==> src/rtl/ili9341_frame_sequencer.sv <==
// Feeds the 9-bit SPI master: power-on wait, init table with timed delays, then endless CASET/PASET/RAMWR + RGB565 frames.
// One word in flight at a time; spi_valid only when spi_idle, pixel source stalls the stream via px_valid.
module ili9341_frame_sequencer #(
    parameter int WIDTH        = 240,
    parameter int HEIGHT       = 320,
    parameter int DELAY_CYCLES = 3000000
) (
    input  logic        clk,
    input  logic        rst,
    input  logic        spi_idle,
    output logic [8:0]  spi_data,
    output logic        spi_valid,
    input  logic [15:0] px_data,
    input  logic        px_valid,
    output logic        px_ready,
    output logic [7:0]  px_x,
    output logic [8:0]  px_y,
    output logic        init_done,
    output logic        frame_start
);
    typedef enum logic [3:0] {
        POWER_WAIT, INIT_FETCH, DELAY, SEND, WAIT_BUSY,
        WAIT_DONE, HDR_FETCH, PX_WAIT, PX_HI, PX_LO
    } state_t;
    typedef enum logic [1:0] {PH_INIT, PH_HDR, PH_HI, PH_LO} phase_t;

    localparam logic [15:0] COL_END   = 16'(WIDTH - 1);
    localparam logic [15:0] ROW_END   = 16'(HEIGHT - 1);
    localparam logic [7:0]  X_LAST    = 8'(WIDTH - 1);
    localparam logic [8:0]  Y_LAST    = 9'(HEIGHT - 1);
    localparam logic [31:0] DLY       = 32'(DELAY_CYCLES);
    localparam logic [3:0]  INIT_END  = 4'd9;
    localparam logic [3:0]  HDR_END   = 4'd11;

    state_t      state, state_nx;
    phase_t      phase;
    logic [31:0] cnt;
    logic [3:0]  init_idx, hdr_idx;
    logic [15:0] pix;
    logic        init_done_q;
    logic [9:0]  init_entry;
    logic [8:0]  hdr_word;
    logic        last_px;

    // bit9 marks a delay slot rather than a word to send
    always_comb begin
        init_entry = 10'h029;
        case (init_idx)
            4'd0: init_entry = 10'h001;
            4'd1: init_entry = 10'h200;
            4'd2: init_entry = 10'h011;
            4'd3: init_entry = 10'h200;
            4'd4: init_entry = 10'h03A;
            4'd5: init_entry = 10'h155;
            4'd6: init_entry = 10'h036;
            4'd7: init_entry = 10'h148;
            default: init_entry = 10'h029;
        endcase
    end

    always_comb begin
        hdr_word = 9'h02C;
        case (hdr_idx)
            4'd0:       hdr_word = 9'h02A;
            4'd1, 4'd2: hdr_word = 9'h100;
            4'd3:       hdr_word = {1'b1, COL_END[15:8]};
            4'd4:       hdr_word = {1'b1, COL_END[7:0]};
            4'd5:       hdr_word = 9'h02B;
            4'd6, 4'd7: hdr_word = 9'h100;
            4'd8:       hdr_word = {1'b1, ROW_END[15:8]};
            4'd9:       hdr_word = {1'b1, ROW_END[7:0]};
            default:    hdr_word = 9'h02C;
        endcase
    end

    assign last_px = (px_x == X_LAST) && (px_y == Y_LAST);

    always_ff @(posedge clk or posedge rst) begin
        if (rst) state <= POWER_WAIT;
        else     state <= state_nx;
    end

    always_comb begin
        state_nx = state;
        case (state)
            POWER_WAIT: if (cnt >= DLY - 32'd1) state_nx = INIT_FETCH;
            INIT_FETCH: state_nx = init_entry[9] ? DELAY : SEND;
            DELAY:      if (cnt <= 32'd1) state_nx = INIT_FETCH;
            SEND:       if (spi_idle) state_nx = WAIT_BUSY;
            WAIT_BUSY:  if (!spi_idle) state_nx = WAIT_DONE;
            WAIT_DONE: begin
                if (spi_idle) begin
                    case (phase)
                        PH_INIT: state_nx = (init_idx == INIT_END) ? HDR_FETCH : INIT_FETCH;
                        PH_HDR:  state_nx = (hdr_idx == HDR_END) ? PX_WAIT : HDR_FETCH;
                        PH_HI:   state_nx = PX_LO;
                        default: state_nx = last_px ? HDR_FETCH : PX_WAIT;
                    endcase
                end
            end
            HDR_FETCH:  state_nx = SEND;
            PX_WAIT:    if (px_valid) state_nx = PX_HI;
            PX_HI:      state_nx = SEND;
            PX_LO:      state_nx = SEND;
            default:    state_nx = POWER_WAIT;
        endcase
    end

    always_comb begin
        spi_valid   = (state == SEND) && spi_idle;
        px_ready    = (state == PX_WAIT) && px_valid;
        frame_start = spi_valid && (phase == PH_HDR) && (hdr_idx == 4'd1);
        init_done   = init_done_q | frame_start;
    end

    always_ff @(posedge clk or posedge rst) begin
        if (rst) begin
            cnt         <= '0;
            init_idx    <= '0;
            hdr_idx     <= '0;
            phase       <= PH_INIT;
            spi_data    <= '0;
            pix         <= '0;
            px_x        <= '0;
            px_y        <= '0;
            init_done_q <= 1'b0;
        end else begin
            if (frame_start) init_done_q <= 1'b1;
            case (state)
                POWER_WAIT: cnt <= cnt + 32'd1;
                INIT_FETCH: begin
                    init_idx <= init_idx + 4'd1;
                    // counter reload so the next fetch lands exactly DELAY_CYCLES later
                    if (init_entry[9]) cnt <= DLY - 32'd1;
                    else begin
                        spi_data <= init_entry[8:0];
                        phase    <= PH_INIT;
                    end
                end
                DELAY:      cnt <= cnt - 32'd1;
                HDR_FETCH: begin
                    spi_data <= hdr_word;
                    hdr_idx  <= hdr_idx + 4'd1;
                    phase    <= PH_HDR;
                end
                PX_WAIT:    if (px_valid) pix <= px_data;
                PX_HI: begin
                    spi_data <= {1'b1, pix[15:8]};
                    phase    <= PH_HI;
                end
                PX_LO: begin
                    spi_data <= {1'b1, pix[7:0]};
                    phase    <= PH_LO;
                end
                WAIT_DONE: begin
                    if (spi_idle && phase == PH_HDR && hdr_idx == HDR_END) hdr_idx <= '0;
                    if (spi_idle && phase == PH_LO) begin
                        if (px_x == X_LAST) begin
                            px_x <= '0;
                            px_y <= (px_y == Y_LAST) ? 9'd0 : px_y + 9'd1;
                        end else begin
                            px_x <= px_x + 8'd1;
                        end
                    end
                end
                default: ;
            endcase
        end
    end
endmodule

==> config.mk <==
export PLATFORM = sky130hd
export DESIGN_NAME = ili9341_frame_sequencer
export DESIGN_NICKNAME = d
export VERILOG_FILES = /design/src/rtl/ili9341_frame_sequencer.sv
export SDC_FILE = /design/constraint.sdc
export NUM_CORES = 1
export LEC_CHECK = 0
export ABC_AREA = 0
export BUFFER_PORTS_ARGS = -buffer_cell sky130_fd_sc_hd__buf_2
export CORE_MARGIN = 2
export CORE_UTILIZATION = 65
export DETAILED_ROUTE_END_ITERATION = 16
export PLACE_DENSITY = 0.91
export SYNTH_ARGS = -nofsm -noshare
export SYNTH_HDL_FRONTEND = slang
export SYNTH_SLANG_ARGS = --single-unit
==> constraint.sdc <==
create_clock -name clk -period 4.6 [get_ports clk]
set_clock_uncertainty 0.1 [all_clocks]
set_input_delay 0.92 -clock clk [delete_from_list [all_inputs] [get_ports clk]]
set_output_delay 0.92 -clock clk [all_outputs]
set_load 0.02 [all_outputs]
**Word level (Yosys, flattened, before mapping)**

Memories as Yosys holds them, arrays and structs flattened.
Cells that the tools add are included.

- Equality and inequality tests: 26
- Add/subtract/negate cells: 6
- Mux-type cells: 23
- Bitwise gates (word level): 1
- Reduce and logical (&&, ||, !) cells: 21
- Magnitude comparators: 2

Operators with widths:

| kind | count |
|---|---|
| $pmux 32 s3 | 1 |
| $pmux 9 s4 | 1 |
| $add 32x1->32 const B | 1 |
| $ge 32x22->1 const B | 1 |
| $le 32x1->1 const B | 1 |
| $mux 32 | 1 |
| $pmux 4 s8 | 1 |
| $sub 32x1->32 const B | 1 |
| $mux 4 | 7 |
| $mux 9 | 2 |
| $ne 2x2->1 const B | 9 |
| $eq 4x3->1 const B | 4 |
| $eq 4x4->1 const B | 4 |
| $pmux 4 s3 | 1 |
| $mux 10 | 1 |
| $reduce_and 2->1 | 5 |
| $add 9x1->9 const B | 1 |
| $eq 9x9->1 const B | 1 |
| $add 4x1->4 const B | 2 |
| $add 8x1->8 const B | 1 |
| $eq 4x1->1 const B | 2 |
| $eq 4x2->1 const B | 2 |
| $eq 8x8->1 const B | 1 |
| $logic_and 1x1->1 | 8 |
| other kinds (17) | 20 |

- Word-level logic and storage cells: 91
- Output and inout bits: 30
- Memories kept: 2
- Memory bits (read-only): 216
- Register bits: 89
- Bits of input ports: 20

Memory list:

| name | words | width | rd ports | clocked after memory_dff | write ports | line | text |
|---|---|---|---|---|---|---|---|
| (name not given) | 16 | 9 | 1 | 0 | 0 | 63 | `case (hdr_idx)` |
| (name not given) | 8 | 9 | 1 | 0 | 0 | 48 | `case (init_idx)` |

**Longest topological paths before layout**

Gate-level depths: netlist of the first run.

- Word-level depth: 6
- Depth in mapped cells: 9
- Gate-level depth less buffers: 7

**Worst setup path after synthesis of the first run**

OpenSTA, ideal clock, no wires.

- Path type: flip-flop to output port
- Start: reg state[2]
- End: out init_done
- Arrival: 1888 ps
- Data required time: 3580 ps
- Setup slack: 1692 ps
- Path buffers: 2
- Cell stages (with the launch flop): 7
- Path through: dfrtp_1 > clkbuf_1 > buf_1 > nor2b_1 > and3_1 > and4_1 > or2_2

- Cells in the longest elaborated chain, start to end: 5

Ends and longest elaborated chain:

| element | line | text |
|---|---|---|
| start: declaration | 35 | `state_t state, state_nx;` |
| start signal: assignment | 80 | `else state <= state_nx;` |
| $eq 4x2->1 | 110 | `spi_valid = (state == SEND) && spi_idle;` |
| $logic_and 1x1->1 | 110 |  |
| named net spi_valid | 12 | `output logic spi_valid,` |
| $logic_and 1x1->1 (2 in a row) | 112 | `frame_start = spi_valid && (phase == PH_HDR) && (hdr_idx == 4'd1);` |
| named net frame_start | 19 | `output logic frame_start` |
| $or 1x1->1 | 113 | `init_done = init_done_q \| frame_start;` |
| end: declaration | 18 | `output logic init_done,` |

The timed path passes the listed nets, and every way through them passes these cells.

**Worst setup path in the final report of the first run**

- Start: reg state[0]
- End: reg spi_data[5]

- Cells in the longest elaborated chain, start to end: 3
- Elaborated cells between the ends (all ways): 8
- Classes of those cells: 5 x eq/ne; 1 x mux; 2 x reduce/logical

Ends and longest elaborated chain:

| element | line | text |
|---|---|---|
| $eq 4x4->1 (tied with other cells) | 129 | `case (state)` |
| $reduce_bool 4->1 (no line) / $ne 2x2->1 (equally long branches) | - |  |
| $reduce_and 2->1 (no line) | - |  |
| end signal: assignment | 136 | `spi_data <= init_entry[8:0];` |
| end signal: assignment | 142 | `spi_data <= hdr_word;` |
| end signal: assignment | 148 | `spi_data <= {1'b1, pix[15:8]};` |
| end: declaration | 11 | `output logic [8:0] spi_data,` |

Several ways; a longest one is shown, not always the timed one.
A chain may end at the register's enable or synchronous reset.

==> results of run 1 <==
## flip-flops by register name (all words and copies together) (netlist names)
register and flops:
cnt 32, pix 16, px_y 9, spi_data 9, px_x 8, hdr_idx 4
init_idx 4, state 4, phase 2, init_done_q 1
## worst min-delay path, stage by stage, from the launching register on
cell and delay [ns]:
dfrtp_1 0.36, nand2_1 0.05, nand2_1 0.05
## logic make-up after synthesis
family,share of synthesized area
compound gates,0.190
xor+xnor,0.0266
fa+ha+maj,0.0296
buf+inv,0.0480
flops,0.376
mux,0.0370
simple gates,0.292
## Yosys cell counts (all sizes together) (9+ instances only)
| library cell | instances |
|---|---|
| a21o | 9 |
| a21oi | 32 |
| a31oi | 17 |
| and3 | 17 |
| buf | 9 |
| clkbuf | 42 |
| dfrtp | 89 |
| ha | 14 |
| inv | 19 |
| mux2i | 14 |
| nand2 | 116 |
| nand3 | 22 |
| nand4 | 18 |
| nor2 | 47 |
| nor3 | 23 |
| nor4 | 20 |
| o21ai | 37 |
| o31ai | 12 |
| or3 | 9 |
| or4 | 11 |
| xnor2 | 10 |
## power by group through the flow
stage	Clock, uW	Sequential [uW]	Combinational [uW]
finish	574	782	25.3
global route	615	782	29.6
floorplan	0	797	12.1
global placement	0	797	25.7
detailed placement	0	797	26.6
CTS	576	782	26.8
## per-stage QoR
| step | instance area [um^2] | utilization |
|---|---|---|
| 3_3_place_gp | 6170 | 0.704 |
| 3_5_place_dp | 6170 | 0.704 |
| 5_1_grt | 6370 | 0.727 |
| 6_report | 6370 | 0.727 |
| 2_1_floorplan | 5920 | - |
| 4_1_cts | 6370 | 0.727 |
## metal layers
metal	wire, um	share of wire
met5	0	0
met4	429	0.027
met3	1630	0.10
met2	7430	0.46
met1	6510	0.41
## worst min-delay path by stage
stage	cells past startpoint	end	start	slack (ns)
3_5_place_dp	2	pix[8]	pix[8]	0.36
3_3_place_gp	1	init_done_q	init_done_q	0.34
6_report	2	pix[12]	pix[12]	0.39
2_1_floorplan	1	init_done_q	init_done_q	0.33
5_1_grt	2	pix[2]	pix[2]	0.41
4_1_cts	2	pix[12]	pix[12]	0.39
## area by class of cell
cell class,count,area (um^2)
well taps,108,135
fillers,682,2390
inverters,20,76.3
multi-input cells,553,3410
flip-flops and latches,89,2230
clock inverters,6,73.8
clock buffers,10,128
repair buffers,59,320
==> results.md, run 1 <==
* Status: completed
* Vias in the first global route at 5581
* Worst slew pin tran at 1.21 ns
* Clock network fraction of total power at 0.416
* Sequential cell fraction of total power at 0.566
* Slew Limit Headroom at 0.189
* Critical Path Sink: spi_data[5]
* EDFF count, synth at 0
* Max stage delay cell, worst path: dfrtp_1
* CTS root buffer: clkbuf_8
* Critical-path cell list: nor4b_2 > nand2_1 > o21ai_0 > a221oi_1 > a21o_1
* Num CTS Buffers at 9
* Met3 Resource Use GR at 0.0710
* Chip width at 99.4 um
* Crit. End Element: flip-flop
* Overall fraction of global-route tracks in use at 0.334
* Async SR Flop Fraction at 1.00
* Maxcap violations at 0
* Min Clock Period, post-route at 3.59 ns
* Most frequent cells in the layout: nand2_1 (116), dfrtp_1 (89), buf_2 (49), nor2_1 (47), o21ai_0 (37)
* Share of cells above drive strength 1 at 0.137
* H-tree levels at 3
* Max Fclk at 279 MHz
* Combinational fraction of design power at 0.018
* Max stage delay on crit path at 1.01 ns
* Initial core utilization at 0.675
* Critical path depth in cells at 5
* R2R setup slack at 1.01 ns
* Pre-CTS WS at 1.16 ns
* Hold Path Class: flip-flop to flip-flop
* Cts hold-fix bufs at 0
* Die area at 0.00988 mm^2
* Post-DP HPWL at 11000 um
* Final wirelength at 16000 um
* Via/cell ratio at 6.92
* Met1 usage at 0.457
* Initial antenna violation count at 0
* Startpoint Class: flip-flop
* Clk pin slew, worst setup/hold paths at 0.10 ns
* P_int at 1050 uW
* RR Startpoint: state[0]
* Cells after DPL at 829
* TritonCTS clock tree: yes
* Most Crowded Layer GR: met2
* Data arrival, critical path at 3.76 ns
* RSZ-0062 raised after global routing: false
* DRT iter0 DRCs at 600
* Crit. Startpoint: state[0]
* Skew-Pair Late Insertion Delay at 0.38 ns
* Die Height at 99.4 um
* Switch Pwr at 334 uW
* Seq/Total Area, Yosys at 0.376
* Worst Path Max Fanout at 28
* Leading cell type in the layout, fill and taps excluded: nand2_1
* Fin Setup TNS at 0 ns
* Netlist Area Pre-Place at 0.00592 mm^2
* Synth warnings at 0
* Final setup violation count at 0
* Main synth FF type: dfrtp_1
* Share of the synthesized area in the top cell type at 0.376
* # IOs at 50
* Gate Count Post-Synth at 713
* Global Route met2 Usage at 0.535
* CP delay by family, top: simple AND/OR/NAND/NOR gates
* Final-report hold violation count at 0
* Std-Cell Core Area at 0.00876 mm^2
* Synth cell types at 70
* Max clock buf depth at 2
* Worst EP required at 4.77 ns
* Power per Cell Area at 217 mW/mm^2
* Port buffer count at 49
* Setup Fix Bufs, Post-CTS at 0
* Cell Count, Final, Fillers Out at 845
* #FFs+latches synth at 89
* Final Power at 1380 uW
* Syn_area_per_cell at 8.30 um^2
* DR WL/cell at 18.9 um
* Syn nets at 747
* DR pass1 iterations at 7
* Area leader, netlist: dfrtp_1
* CP Buf/Inv Count at 0
* GRT overflow at 0
* Register-to-Register Path Depth at 5
* Antenna diodes at 0
* Hold WS at 0.386 ns
* VDD IR-drop max at 192 uV
* Routability congestion estimate at 0.994
* DRT antenna net count at 0
* Area grow syn2layout at 7.70%
* Reg-to-Reg End: spi_data[5]
* Vias at 5848
* Slew Limit Fails at 0
* FP Rows at 34
* Drt drc at 0
* First-pass GRT wire length at 26800 um
* Final Worst Setup Slack at 1.01 ns
* Final Cycle Share at 0.780
* Switching Share at 0.242
* Top cells by area, synth: dfrtp_1 (38%), nand2_1 (7.4%), o21ai_0 (3.1%)
* Clk sinks at 89
* Final nets at 766
* Largest net degree at the start of global routing at 69
* Post-cts sizing count at 0
* Pleak at 0.00290 uW
* Crit Path Class: flip-flop to flip-flop
(Power assumes the default switching activity.)
==> run 2, diff against run 1 <==
--- a/config.mk
+++ b/config.mk
@@ -8,9 +8,9 @@
 export ABC_AREA = 0
 export BUFFER_PORTS_ARGS = -buffer_cell sky130_fd_sc_hd__buf_2
 export CORE_MARGIN = 2
-export CORE_UTILIZATION = 65
+export CORE_UTILIZATION = 55
 export DETAILED_ROUTE_END_ITERATION = 16
-export PLACE_DENSITY = 0.91
+export PLACE_DENSITY = 0.82
 export SYNTH_ARGS = -nofsm -noshare
 export SYNTH_HDL_FRONTEND = slang
 export SYNTH_SLANG_ARGS = --single-unit
==> constraint.sdc (replaced) <==
create_clock -name clk -period 3.04 [get_ports clk]
set_clock_uncertainty 0.1 [all_clocks]
set_input_delay 0.608 -clock clk [delete_from_list [all_inputs] [get_ports clk]]
set_output_delay 0.608 -clock clk [all_outputs]
set_load 0.02 [all_outputs]
==> run 2 against run 1 <==
  * Register-to-register slack worse by 0.91 ns
  * Die area up 17%
  * Via count up 2.7%
  * Global-route usage down 3.4 points
  * Maximum frequency up 22%
  * Critical path type unchanged
  * Largest power group unchanged
==> results.md, run 2 (synthesized netlist as in run 1, its figures left out) <==
* Final setup violation count at 0
* GRT overflow at 0
* Routability congestion estimate at 1.01
* Final wirelength at 16700 um
* Via/cell ratio at 6.66
* RSZ-0062 raised after global routing: false
* FP Rows at 37
* Overall fraction of global-route tracks in use at 0.299
* Crit Path Class: flip-flop to flip-flop
* Most flops, register: cnt
* Num CTS Buffers at 9
* Pleak at 0.00304 uW
* Final Cycle Share at 0.967
* Largest net degree at the start of global routing at 65
* Vias in the first global route at 5584
* Std-Cell Core Area at 0.0104 mm^2
* Max stage delay cell, worst path: or3b_2
* RR Startpoint: cnt[0]
* Worst slew pin tran at 1.14 ns
* Area grow syn2layout at 11.9%
* Hold Path Class: input port to async pin
* Register-to-Register Path Depth at 7
* Switching Share at 0.248
* DRT iter0 DRCs at 601
* Worst EP required at 3.27 ns
* # IOs at 50
* Status: completed
* Combinational fraction of design power at 0.020
* VDD IR-drop max at 314 uV
* Maxcap violations at 0
* Fillers at 863
* Clk sinks at 89
* Most frequent cells in the layout: nand2_1 (116), dfrtp_1 (88), buf_2 (49), nor2_1 (47), buf_4 (38)
* Startpoint Class: flip-flop
* P_int at 1510 uW
* DR WL/cell at 18.5 um
* DR pass1 iterations at 9
* DRT antenna net count at 0
* Crit. Startpoint: cnt[0]
* Share of cells above drive strength 1 at 0.172
* Initial antenna violation count at 0
* Leading cell type in the layout, fill and taps excluded: nand2_1
* Critical-path cell list: inv_1 > ha_1 > or3b_2 > or4_4 > a221o_1 > or4_1 > nand3_1
* Sequential cell fraction of total power at 0.588
* Drt drc at 0
* Power per Cell Area at 304 mW/mm^2
* Final nets at 795
* Met3 WL post-DR at 1580 um
* Met2 routed WL at 7890 um
* Max Fclk at 340 MHz
* Die Height at 108 um
* Slew Limit Fails at 0
* Highest routed layer: met4
* Top Registers: cnt x32, pix x16
* Chip width at 108 um
* WL met1 at 6750 um
* Die area at 0.0116 mm^2
* Skew-Pair Late Insertion Delay at 0.39 ns
* Max FFs per register at 32
* Final-report hold violation count at 0
* CTS root buffer: clkbuf_8
* Port buffer count at 49
* Data arrival, critical path at 3.17 ns
* R2R setup slack at 0.1 ns
* Worst Path Max Fanout at 7
* Initial core utilization at 0.571
* Post-DP HPWL at 11500 um
* Antenna diodes at 0
* First-pass GRT wire length at 27400 um
* TritonCTS clock tree: yes
* Design Area, Final at 0.00662 mm^2
* Fin Setup TNS at 0 ns
* Vias at 6004
* Post-placement cell area at 0.00644 mm^2
* Slew Limit Headroom at 0.230
* Clock network fraction of total power at 0.392
* Min Clock Period, post-route at 2.94 ns
* Switch Pwr at 499 uW
* Cts hold-fix bufs at 0
* Clk pin slew, worst setup/hold paths at 0.10 ns
* Max stage delay on crit path at 0.52 ns
* H-tree levels at 3
* Max clock buf depth at 2
* Crit. End Element: flip-flop
[run 2: final cells by class]
type | instances | area (um^2) | share of cell area
multi-input combinational | 553 | 3410 | 0.516
inverter | 20 | 76.3 | 0.0115
tap | 136 | 170 | 0.0257
clock inverter | 6 | 43.8 | 0.00662
clock buffer | 10 | 138 | 0.0208
timing repair buffer | 88 | 551 | 0.0832
sequential | 89 | 2230 | 0.337
[run 2: through the flow]
stage          utilization  std cells  total power, uW  worst slack, ns  hold slack, ns
2_1_floorplan            -        713             1220           0.0251           0.331
3_3_place_gp         0.621        886             1250            0.210           0.341
3_5_place_dp         0.621        886             1250            0.130           0.347
4_1_cts              0.638        902             2020           0.0949           0.135
5_1_grt              0.638        902             2070           0.0186           0.166
6_report             0.638        902             2010           0.0999           0.118
[run 2: worst max-delay path: cells and delay by family, from the launching register on]
family                     cells  cell delay, ns
adders and majority gates      1            0.20
AOI/OAI and AO/OA              1            0.41
DFF                            1            0.46
buffers and inverters          1            0.12
and+or+nand+nor                4            1.59
[run 2: what timing repair did]
| item | in CTS | in global routing |
|---|---|---|
| resized for setup | 0 | 1 |
| setup buffers | 0 | 0 |
| endpoints found under the setup margin | 0 | 1 |
[run 2: power groups by stage]
stage	clock network [uW]	logic (uW)	registers, uW
after global routing	840	48.2	1180
final	788	41.2	1180
after detailed placement	0	42.9	1210
after global placement	0	42.2	1210
after floorplan	0	18.3	1210
after CTS	791	43.0	1180
[run 2: worst paths after layout]
check	endpoint
setup reg to reg	cnt[16]
hold reg to reg	init_done_q
min in group clk	pix[14]
hold / removal	px_y[7]
setup / recovery	cnt[16]
max in group asynchronous	cnt[0]
[run 2: layer usage]
layer  GRT usage  up-vias
li1            -     2739
met1       0.392     2841
met2       0.479      381
met3      0.0442       43
met4       0.160        0
met5           0        -
==> run 3, diff against run 2 <==
==> constraint.sdc (replaced) <==
create_clock -name clk -period 2.6 [get_ports clk]
set_clock_uncertainty 0.1 [all_clocks]
set_input_delay 0.52 -clock clk [delete_from_list [all_inputs] [get_ports clk]]
set_output_delay 0.52 -clock clk [all_outputs]
set_load 0.02 [all_outputs]
==> run 3 against run 2 <==
  * The run now ends with negative setup slack left
  * Maximum frequency rose by 10%
  * Sequential power grew 17%
  * Register-to-register slack worse by 0.17 ns
  * Highest routed layer unchanged
  * Critical path depth down 2
  * Worst hold slack improved by 0.028 ns
  * Sequential share of layout area down 1.4 points
==> results.md, run 3 (synthesized netlist as in run 1, its figures left out) <==
* Status: complete, but fails checks
* Failing checks: negative setup slack
* Data arrival, critical path at 2.83 ns
* Critical-path cell list: or4_1 > or4_1 > nor3_1 > o221ai_1 > a22o_1
* CP delay by family, top: simple AND/OR/NAND/NOR gates
* Slew Limit Fails at 0
* Startpoint Class: flip-flop
* Chip width at 108 um
* Final-report hold violation count at 0
* Final Worst Setup Slack at -0.0660 ns
* Final wirelength at 17100 um
* Drt drc at 0
* Final Power at 2290 uW
* Multi-input logic area at 0.00344 mm^2
* Crit. End Element: flip-flop
* Top Registers: cnt x32, pix x16
* Clock network fraction of total power at 0.374
* Reg area at 0.00223 mm^2
* DRT iter0 DRCs at 591
* Worst slew pin tran at 0.790 ns
* RSZ-0062 raised after global routing: true
* DR pass1 iterations at 5
* Most frequent cells in the layout: nand2_1 (115), dfrtp_1 (86), buf_4 (72), buf_2 (49), nor2_1 (47)
* Switching Share at 0.238
* Sequential cell fraction of total power at 0.603
* Via/cell ratio at 6.41
* Hold Path Class: input port to async pin
* Most used cell, CP: or4_1
* Min Clock Period, post-route at 2.67 ns
* Antenna diodes at 0
* Port buffer count at 49
* Vias at 6014
* Initial antenna violation count at 0
* DRT antenna net count at 0
* Skew-Pair Late Insertion Delay at 0.37 ns
* Max Fclk at 375 MHz
* Final setup violation count at 2
* Post-DP HPWL at 12100 um
* CTS root buffer: clkbuf_8
* GRT overflow at 0
* Share of cells above drive strength 1 at 0.217
* Final Cycle Share at 1.03
* Routability congestion estimate at 0.988
* Crit Path Class: flip-flop to flip-flop
* Die Height at 108 um
* Power per Cell Area at 331 mW/mm^2
* Cts hold-fix bufs at 0
* TritonCTS clock tree: yes
* Largest net degree at the start of global routing at 35
* Maxcap violations at 0
* Switch Pwr at 546 uW
* P_int at 1750 uW
* Leading cell type in the layout, fill and taps excluded: nand2_1
* Num CTS Buffers at 9
* # IOs at 50
* Die area at 0.0116 mm^2
* FP Rows at 37
* Max stage delay on crit path at 0.59 ns
* Vias in the first global route at 5767
* VDD IR-drop max at 253 uV
* First-pass GRT wire length at 28500 um
* DR WL/cell at 18.2 um
* Slew Limit Headroom at 0.467
* Clk sinks at 89
* Fillers at 865
* Std-Cell Core Area at 0.0104 mm^2
* Max FFs per register at 32
* Clk pin slew, worst setup/hold paths at 0.09 ns
* Final nets at 831
* Max stage delay cell, worst path: or4_1
* Most flops, register: cnt
* H-tree levels at 3
* Combinational fraction of design power at 0.023
* Pleak at 0.00323 uW
* Area grow syn2layout at 17.0%
* CP Buf/Inv Count at 0
* Max clock buf depth at 2
* Initial core utilization at 0.571
* Overall fraction of global-route tracks in use at 0.308
* Hold WS at 0.146 ns
* Worst Path Max Fanout at 5
* Worst EP required at 2.76 ns
[run 3: changes by cell type in the layout (fill, tap and decap cells not counted), sizes merged]
cell	change
buf	+36
clkinv	+2
clkinvlp	-3
clkbuf	+1
[run 3: worst paths after layout]
check,from,end,slack [ns],cells after the start
max reg2reg,cnt[15],cnt[24],-0.07,5
min reg2reg,init_done_q,init_done_q,0.38,1
max in group asynchronous,rst,state[2],1.64,3
max,cnt[15],cnt[24],-0.07,5
min,rst,cnt[7],0.15,2
min in group clk,px_data[7],pix[7],0.24,3
[run 3: timing repair]
item                                    CTS  global route
endpoints found under the setup margin    2             7
resized for setup                         2             5
setup buffers                             5             1
pin swaps                                 4             2
[run 3: layout make-up]
cell class	count	share of cell area
Multi-Input combinational cell	553	0.497
Tap cell	136	0.0246
Inverter	20	0.0114
Sequential cell	89	0.322
Clock inverter	5	0.00470
Clock buffer	11	0.0190
Timing Repair Buffer	124	0.121
[run 3: stage by stage]
stage | cell area [um^2] | util | std cells | setup TNS (ns) | setup slack [ns]
after global routing | 6920 | 0.667 | 938 | -0.284 | -0.104
after floorplan | 5940 | - | 713 | -0.0255 | -0.0255
after detailed placement | 6690 | 0.645 | 916 | -0.00521 | -0.00521
after global placement | 6690 | 0.645 | 916 | 0 | 0.0335
after CTS | 6900 | 0.665 | 937 | -0.00127 | -0.00127
final | 6920 | 0.667 | 938 | -0.0714 | -0.0660
[run 3: power by group through the flow]
stage / registers (uW) / clock network [uW] / logic (uW)
floorplan: 1410 / 0 / 21.7
global placement: 1410 / 0 / 53.0
detailed placement: 1410 / 0 / 54.0
CTS: 1380 / 874 / 54.1
global route: 1380 / 934 / 60.3
finish: 1380 / 858 / 52.0
[run 3: metal layers]
metal,routed length (um),GRT usage,up-vias
li1,-,-,2810
met1,7090,0.417,2867
met2,8310,0.502,294
met3,1230,0.0490,43
met4,421,0.108,0
met5,0,0,-
